--- config.mk ---
export PLATFORM = sky130hd
export DESIGN_NAME = alu_issue_stage
export DESIGN_NICKNAME = d
export VERILOG_FILES = /design/src/rtl/alu_issue_stage.sv
export SDC_FILE = /design/constraint.sdc
export NUM_CORES = 1
export LEC_CHECK = 0
export BUFFER_PORTS_ARGS = -buffer_cell sky130_fd_sc_hd__buf_4
export CAP_MARGIN = 20
export CORE_MARGIN = 5
export CORE_UTILIZATION = 37
export DETAILED_ROUTE_END_ITERATION = 8
export GPL_TIMING_DRIVEN = 0
export PLACE_DENSITY = 0.66
export SLEW_MARGIN = 5
export SYNTH_ARGS = -nofsm -noshare
export SYNTH_HDL_FRONTEND = slang
export SYNTH_SLANG_ARGS = --single-unit
export TNS_END_PERCENT = 50
--- constraint.sdc ---
create_clock -name clk -period 3.3 [get_ports clk]
set_input_delay 0.495 -clock clk [delete_from_list [all_inputs] [get_ports clk]]
set_output_delay 0.495 -clock clk [all_outputs]
set_load 0.01 [all_outputs]
--- src/rtl/alu_issue_stage.sv ---
// -----------------------------------------------------------------------------
// alu_issue_stage
//   ID/EX pipeline register feeding a combinational ALU. The stage decodes
//   opcode/funct into the 4-bit ALU_Func code and selects and extends the two
//   operands. It registers them behind a valid/ready handshake with one cycle
//   of latency. Illegal instructions are flagged, and saturating debug
//   counters track issued and illegal operations.
//
// Ports
//   clk, rst              clock, asynchronous active-high reset
//   valid_in / ready_in   upstream handshake (ready_in is combinational)
//   opcode, funct         instr[31:26], instr[5:0]
//   rs_data, rt_data      register-file operands
//   imm16                 instr[15:0]
//   flush                 synchronous squash of the output stage and input
//   valid_out / ready_out downstream handshake
//   In1, In2, ALU_Func    registered ALU operands and function code
//   illegal_op            one-cycle pulse on an accepted illegal instruction
//   issue_count           saturating count of downstream handshakes
//   illegal_count         saturating count of accepted illegal instructions
// -----------------------------------------------------------------------------
module alu_issue_stage #(
    parameter int CNT_W = 16
) (
    input  logic             clk,
    input  logic             rst,
    input  logic             valid_in,
    output logic             ready_in,
    input  logic [5:0]       opcode,
    input  logic [5:0]       funct,
    input  logic [31:0]      rs_data,
    input  logic [31:0]      rt_data,
    input  logic [15:0]      imm16,
    input  logic             flush,
    output logic             valid_out,
    input  logic             ready_out,
    output logic [31:0]      In1,
    output logic [31:0]      In2,
    output logic [3:0]       ALU_Func,
    output logic             illegal_op,
    output logic [CNT_W-1:0] issue_count,
    output logic [CNT_W-1:0] illegal_count
);

    localparam logic [CNT_W-1:0] CNT_ONE = {{(CNT_W-1){1'b0}}, 1'b1};

    // Increment that sticks at all-ones instead of wrapping.
    function automatic logic [CNT_W-1:0] sat_inc(input logic [CNT_W-1:0] v);
        logic [CNT_W-1:0] r;
        if (&v) begin
            r = v;
        end else begin
            r = v + CNT_ONE;
        end
        return r;
    endfunction

    logic        w_accept;
    logic        w_issue;
    logic        w_legal;
    logic [3:0]  w_func;
    logic [31:0] w_in1;
    logic [31:0] w_in2;
    logic [31:0] w_sext;
    logic [31:0] w_zext;

    assign ready_in = !valid_out || ready_out;
    assign w_accept = valid_in && ready_in;
    assign w_issue  = valid_out && ready_out;
    assign w_sext   = {{16{imm16[15]}}, imm16};
    assign w_zext   = {16'h0000, imm16};

    // Instruction decode: ALU function code, operand selection, legality.
    always_comb begin
        w_legal = 1'b1;
        w_func  = 4'b0000;
        w_in1   = rs_data;
        w_in2   = rt_data;
        case (opcode)
            6'h00: begin
                case (funct)
                    6'h20, 6'h21: w_func = 4'b0100;
                    6'h22, 6'h23: w_func = 4'b1100;
                    6'h24:        w_func = 4'b0000;
                    6'h25:        w_func = 4'b0001;
                    6'h26:        w_func = 4'b0010;
                    6'h2A:        w_func = 4'b1101;
                    default:      w_legal = 1'b0;
                endcase
            end
            // Branch compare is done as a subtract.
            6'h04, 6'h05: w_func = 4'b1100;
            6'h08, 6'h09, 6'h23, 6'h2B: begin
                w_func = 4'b0100;
                w_in2  = w_sext;
            end
            6'h0A: begin
                w_func = 4'b1101;
                w_in2  = w_sext;
            end
            6'h0C: begin
                w_func = 4'b0000;
                w_in2  = w_zext;
            end
            6'h0D: begin
                w_func = 4'b0001;
                w_in2  = w_zext;
            end
            6'h0E: begin
                w_func = 4'b0010;
                w_in2  = w_zext;
            end
            // lui: 0 + (imm16 << 16).
            6'h0F: begin
                w_func = 4'b0100;
                w_in1  = 32'h0000_0000;
                w_in2  = {imm16, 16'h0000};
            end
            default: w_legal = 1'b0;
        endcase
    end

    // Output stage register: flush beats accept, and accept beats hold.
    always_ff @(posedge clk or posedge rst) begin
        if (rst) begin
            valid_out  <= 1'b0;
            In1        <= 32'h0000_0000;
            In2        <= 32'h0000_0000;
            ALU_Func   <= 4'b0000;
            illegal_op <= 1'b0;
        end else if (flush) begin
            valid_out  <= 1'b0;
            illegal_op <= 1'b0;
        end else if (w_accept) begin
            if (w_legal) begin
                valid_out  <= 1'b1;
                In1        <= w_in1;
                In2        <= w_in2;
                ALU_Func   <= w_func;
                illegal_op <= 1'b0;
            end else begin
                // The illegal op is consumed here and never presented downstream.
                valid_out  <= 1'b0;
                In1        <= 32'h0000_0000;
                In2        <= 32'h0000_0000;
                ALU_Func   <= 4'b0000;
                illegal_op <= 1'b1;
            end
        end else begin
            if (w_issue) begin
                valid_out <= 1'b0;
            end else begin
                valid_out <= valid_out;
            end
            illegal_op <= 1'b0;
        end
    end

    // Debug counters. An output handshake still counts during a flush.
    always_ff @(posedge clk or posedge rst) begin
        if (rst) begin
            issue_count   <= {CNT_W{1'b0}};
            illegal_count <= {CNT_W{1'b0}};
        end else begin
            if (w_issue) begin
                issue_count <= sat_inc(issue_count);
            end else begin
                issue_count <= issue_count;
            end
            if (!flush && w_accept && !w_legal) begin
                illegal_count <= sat_inc(illegal_count);
            end else begin
                illegal_count <= illegal_count;
            end
        end
    end

endmodule

After elaboration in Yosys (flattened, before gate mapping)
Index checks and enable logic that the tools add are counted.
- register bits: 102
- input bits: 97
- output and inout bits: 103
- $add $sub $neg: 2
- equality and inequality tests: 19
- muxes and demuxes: 16
- bitwise logic cells: 3
- reduce and logical (&&, ||, !) cells: 23
- operators by type and width (cell ; count):
    $mux 32 ; 3
    $pmux 32 s3 ; 1
    $eq 6x6->1 const B ; 10
    $eq 6x4->1 const B ; 7
    $add 16x1->16 const B ; 2
    $reduce_and 16->1 ; 2
    $pmux 4 s6 ; 1
    $pmux 4 s5 ; 1
    $eq 6x3->1 const B ; 2
    $reduce_or 11->1 ; 1
    $reduce_or 5->1 ; 2
    $mux 1 ; 8
    $reduce_or 8->1 ; 1
    $logic_not 6->1 ; 1
    $reduce_and 2->1 ; 3
    $reduce_or 2->1 ; 3
    $logic_and 1x1->1 ; 4
    $mux 4 ; 1
    $logic_not 1->1 ; 3
    $not 1->1 ; 3
    $reduce_bool 3->1 ; 1
    $reduce_or 3->1 ; 1
    $pmux 1 s2 ; 1
    $logic_or 1x1->1 ; 1

Depth between registers and ports, before layout
- word-level depth: 7
- gate-level depth with buffers: 8
- gate-level depth less buffers: 6

Least setup slack after synthesis
No wires, ideal clock.
- path kind: input-to-reg
- start point: input port opcode[2]
- end point: register ALU_Func[3]
- arrival time: 1.801 ns
- data required time: 3.223 ns
- path slack: 1.423 ns
- stages on the path: 6
- cell sequence: buf_6 buf_6 or4b_4 a2111oi_4 a22oi_2 o21ai_1
- cells in the longest elaborated chain, start to end: 4
- elaborated cells on any way between the ends: 18
- classes of those cells: eq/ne (11); mux (3); reduce/logical (4)
- RTL lines (what ; RTL line ; RTL):
    start, declared ; 29 ; input logic [5:0] opcode,
    $eq 6x4->1 (tied with other cells) ; 79 ; case (opcode)
    $reduce_or 5->1 (no source line) (tied with other cells) ; - ;
    $pmux 4 s6 / $pmux 1 s2 (equally long branches) ; 79 ;
    $mux 4 (*) ; 135 ; if (w_legal) begin
    end signal, assigned ; 139 ; ALU_Func <= w_func;
    end, declared ; 39 ; output logic [3:0] ALU_Func,
Every way passes the cells marked *; elsewhere a longest branch is shown, timed or not.
A chain may end at the register's enable or synchronous reset.

Worst setup path in the final report
- start point: register valid_out
- end point: register In2[0]
- cells in the longest elaborated chain, start to end: 4
- RTL lines (what ; RTL line ; RTL):
    start, declared ; 35 ; output logic valid_out,
    start signal, assigned ; 153 ; valid_out <= valid_out;
    $logic_not 1->1 ; 67 ; assign ready_in = !valid_out || ready_out;
    $logic_or 1x1->1 ; 67 ;
    $logic_and 1x1->1 ; 68 ; assign w_accept = valid_in && ready_in;
    $reduce_and 2->1 (no source line) ; - ;
    end signal, assigned ; 138 ; In2 <= w_in2;
    end, declared ; 38 ; output logic [31:0] In2,
Every way passes these cells.

==> run metrics <==
CP cell instances=nor2b_1, inv_1, nand3b_1, buf_2, buf_2, clkbuf_1, nand2_1, o31ai_1; Slew HR=61.4%; non-filler cells, final=838; Num CTS Buffers=9; largest area contributor in the netlist=dfrtp_1; Crit Path Class=flop to flop; DRT antenna net count=0; die span in x=128 µm; Synth top area share=49.5%; post-route DRC violation count=0; PwrDens=446 nW/µm²; Clock Skews=0.00575 ns; Seq/Total Area, Yosys=49.5%; Critical Path End Type=flop; vias in the first global route=4518; Synth Area per Inst=11.6 µm²; top-count cell post-synth=dfrtp_1; global route total overflow=0; Final Hold Vio Count=0; Crit Path Max Fanout=10; area delta synth->final=39.3%; die area=between 15000 and 20000 µm²; routed vias/inst=between 5 and 6; total of max-cap violations=0; unrepaired setup endpoints after global routing=false; Post-synth EDFFs=0; min setup slack post-route=1.06 ns; Seq cells post-synth=102; hold_buf cts=0; Worst-Skew Late Latency=between 0.3 and 0.4 ns; Post-Syn Area=5160 µm²; Syn Inst Count=around 450; Setup WS pre-CTS=0.812 ns; CP max stage delay=0.41 ns; CP bufs+invs=4; pin count of the biggest net entering global routing=between 60 and 70; minimum clock period=approximately 2.2 ns; status=completed; Final Cycle Share=68.0%; initial DRC count=around 290; via count=approximately 4.4k; first-pass GRT wire length=24100 µm; nets=752; Initial Util=37.5%; commonest register cell after synthesis=dfrtp_1; Routed WL per cell=about 18 µm; Post-synth top cells=dfrtp_1, a22o_1, nand2_1, mux2i_1, o31ai_1; Die Span Y=between 100 and 150 µm; Post-DP HPWL=11700 µm; CTS Sinks=approximately 100; Ys Warns=0; initial antenna violation count=0; CTS max path bufs=2; H-Tree Depth=3; fmax=0.446 GHz; cell family with the largest share of critical-path delay=buffers and inverters; Slowest-stage cell, CP=clkbuf_1; synth top area cells=dfrtp_1, a22o_1, mux2i_1, a221o_1, xor2_1; share of cells above drive strength 1=40.0%; Worst Tran Pin Value=around 0.58 ns; CTS tree=yes; CTS Root Buffer Type=clkbuf_16; Yosys cell types=67; HP Class=input pin to asynchronous set/reset pin; Overall Global Routing Usage=between 10% and 20%; Ports=200; crit path DAT=around 2.5 ns; Leakage=3.48 nW; n_diodes=0; row cnt=between 40 and 50; Post-CTS Setup Bufs=0; worst vdd ir=between 0.0002 and 0.00025 V; overall power=3.21 mW; cts repair resizes=0; Core Box Area=13800 µm²; Pins Over Slew Limit=0; FILL cells=1262; Worst EP required=3.56 ns; setup TNS=0 ns; startpoint class of the critical path=flop; Mapped Nets=approximately 550; GPL Wtd Cong=0.832; Reg2Reg Setup Slack=1.06 ns; 1st-pass router iterations=4; Clock transition at path regs=0.08 ns; Post-synth ARST share=100%; port buffer count=195; Final Setup Violations=0; Worst Hold Margin=0.185 ns; placed cell count=around 800; Total Wirelength=15200 µm; most frequent CP cell=buf_2
cells in the final DEF, fill, tap and decap left out, types with 3 or more instances in the layout:
cell         n
buf_4      198
dfrtp_1    102
a22o_1      48
nand2_1     35
mux2i_1     18
o31ai_1     17
xor2_1      16
a221o_1     15
nand3_1     14
and2_0      14
buf_6       12
xnor2_1     12
clkbuf_16    9
nand4_1      8
buf_2        7
clkbuf_1     7
nand2b_1     7
nor3_1       7
nor4_1       7
nor2_1       6
o21ai_0      6
inv_1        5
a21oi_1      5
and4_1       5
nand3b_1     4
and3_1       4
and2_1       4
mux2_2       4
nor2b_1      3
nor3b_1      3
nor4b_1      3
clkinv_8     3
worst reg2reg max path, delay by kind of cell, from the launching register on:
kind | cells | cell delay (ns)
flops | 1 | 0.38
buf+inv | 4 | 1.13
simple gates | 3 | 0.56
compound gates | 1 | 0.08
path summary, 6_finish.rpt:
kind / from / to / cells past startpoint
max: valid_out / In2[0] / 8
min: rst / In2[18] / 2
max reg2reg: valid_out / In2[0] / 8
min reg2reg: In2[2] / In2[2] / 2
max in group asynchronous: rst / illegal_count[1] / 3
min in group clk: rs_data[15] / In1[15] / 2
power breakdown:
part	switching (mW)	internal, mW
Clock	0.539	0.544
Sequential	0.0981	1.36
Combinational	0.315	0.357
sequential cells by signal, indices dropped and copies added, names as in the netlist:
name,flops
In1,32
In2,32
illegal_count,16
issue_count,16
ALU_Func,4
illegal_op,1
valid_out,1
metal layers:
metal / track usage [%] / up-vias / part of all wire, %
li1: - / 2089 / -
met1: 24.7 / 2143 / 44
met2: 29.1 / 156 / 47
met3: 4.75 / 22 / 7.1
met4: 6.05 / 0 / 2.0
met5: 0 / - / 0
final cells by class:
type / count / area (µm²) / share of cell area, %
Sequential cell: 102 / 2550 / 35.5
Multi-Input combinational cell: 307 / 2360 / 32.8
Timing Repair Buffer: 196 / 1490 / 20.7
Clock buffer: 9 / 225 / 3.13
Tap cell: 180 / 225 / 3.13
Buffer: 30 / 223 / 3.10
Clock inverter: 7 / 86.3 / 1.20
Inverter: 7 / 28.8 / 0.400
stage by stage:
stage / util, % / cell area, µm²
after CTS: 52.2 / 7190
after global routing: 52.2 / 7190
after global placement: 49.7 / 6850
after floorplan: - / 5160
final: 52.2 / 7190
after detailed placement: 50.0 / 6880
cell families (layout without fill, tap and decap cells):
| group | Yosys count | after routing | synth area share, % |
|---|---|---|---|
| compound gates | 114 | 114 | 19.2 |
| xor+xnor | 28 | 28 | 4.75 |
| fa+ha+maj | 2 | 2 | 0.485 |
| buf+inv | 37 | 249 | 4.82 |
| flops | 102 | 102 | 49.5 |
| mux | 23 | 23 | 4.63 |
| simple gates | 140 | 140 | 16.7 |
Power figures use the tool's default switching activity.
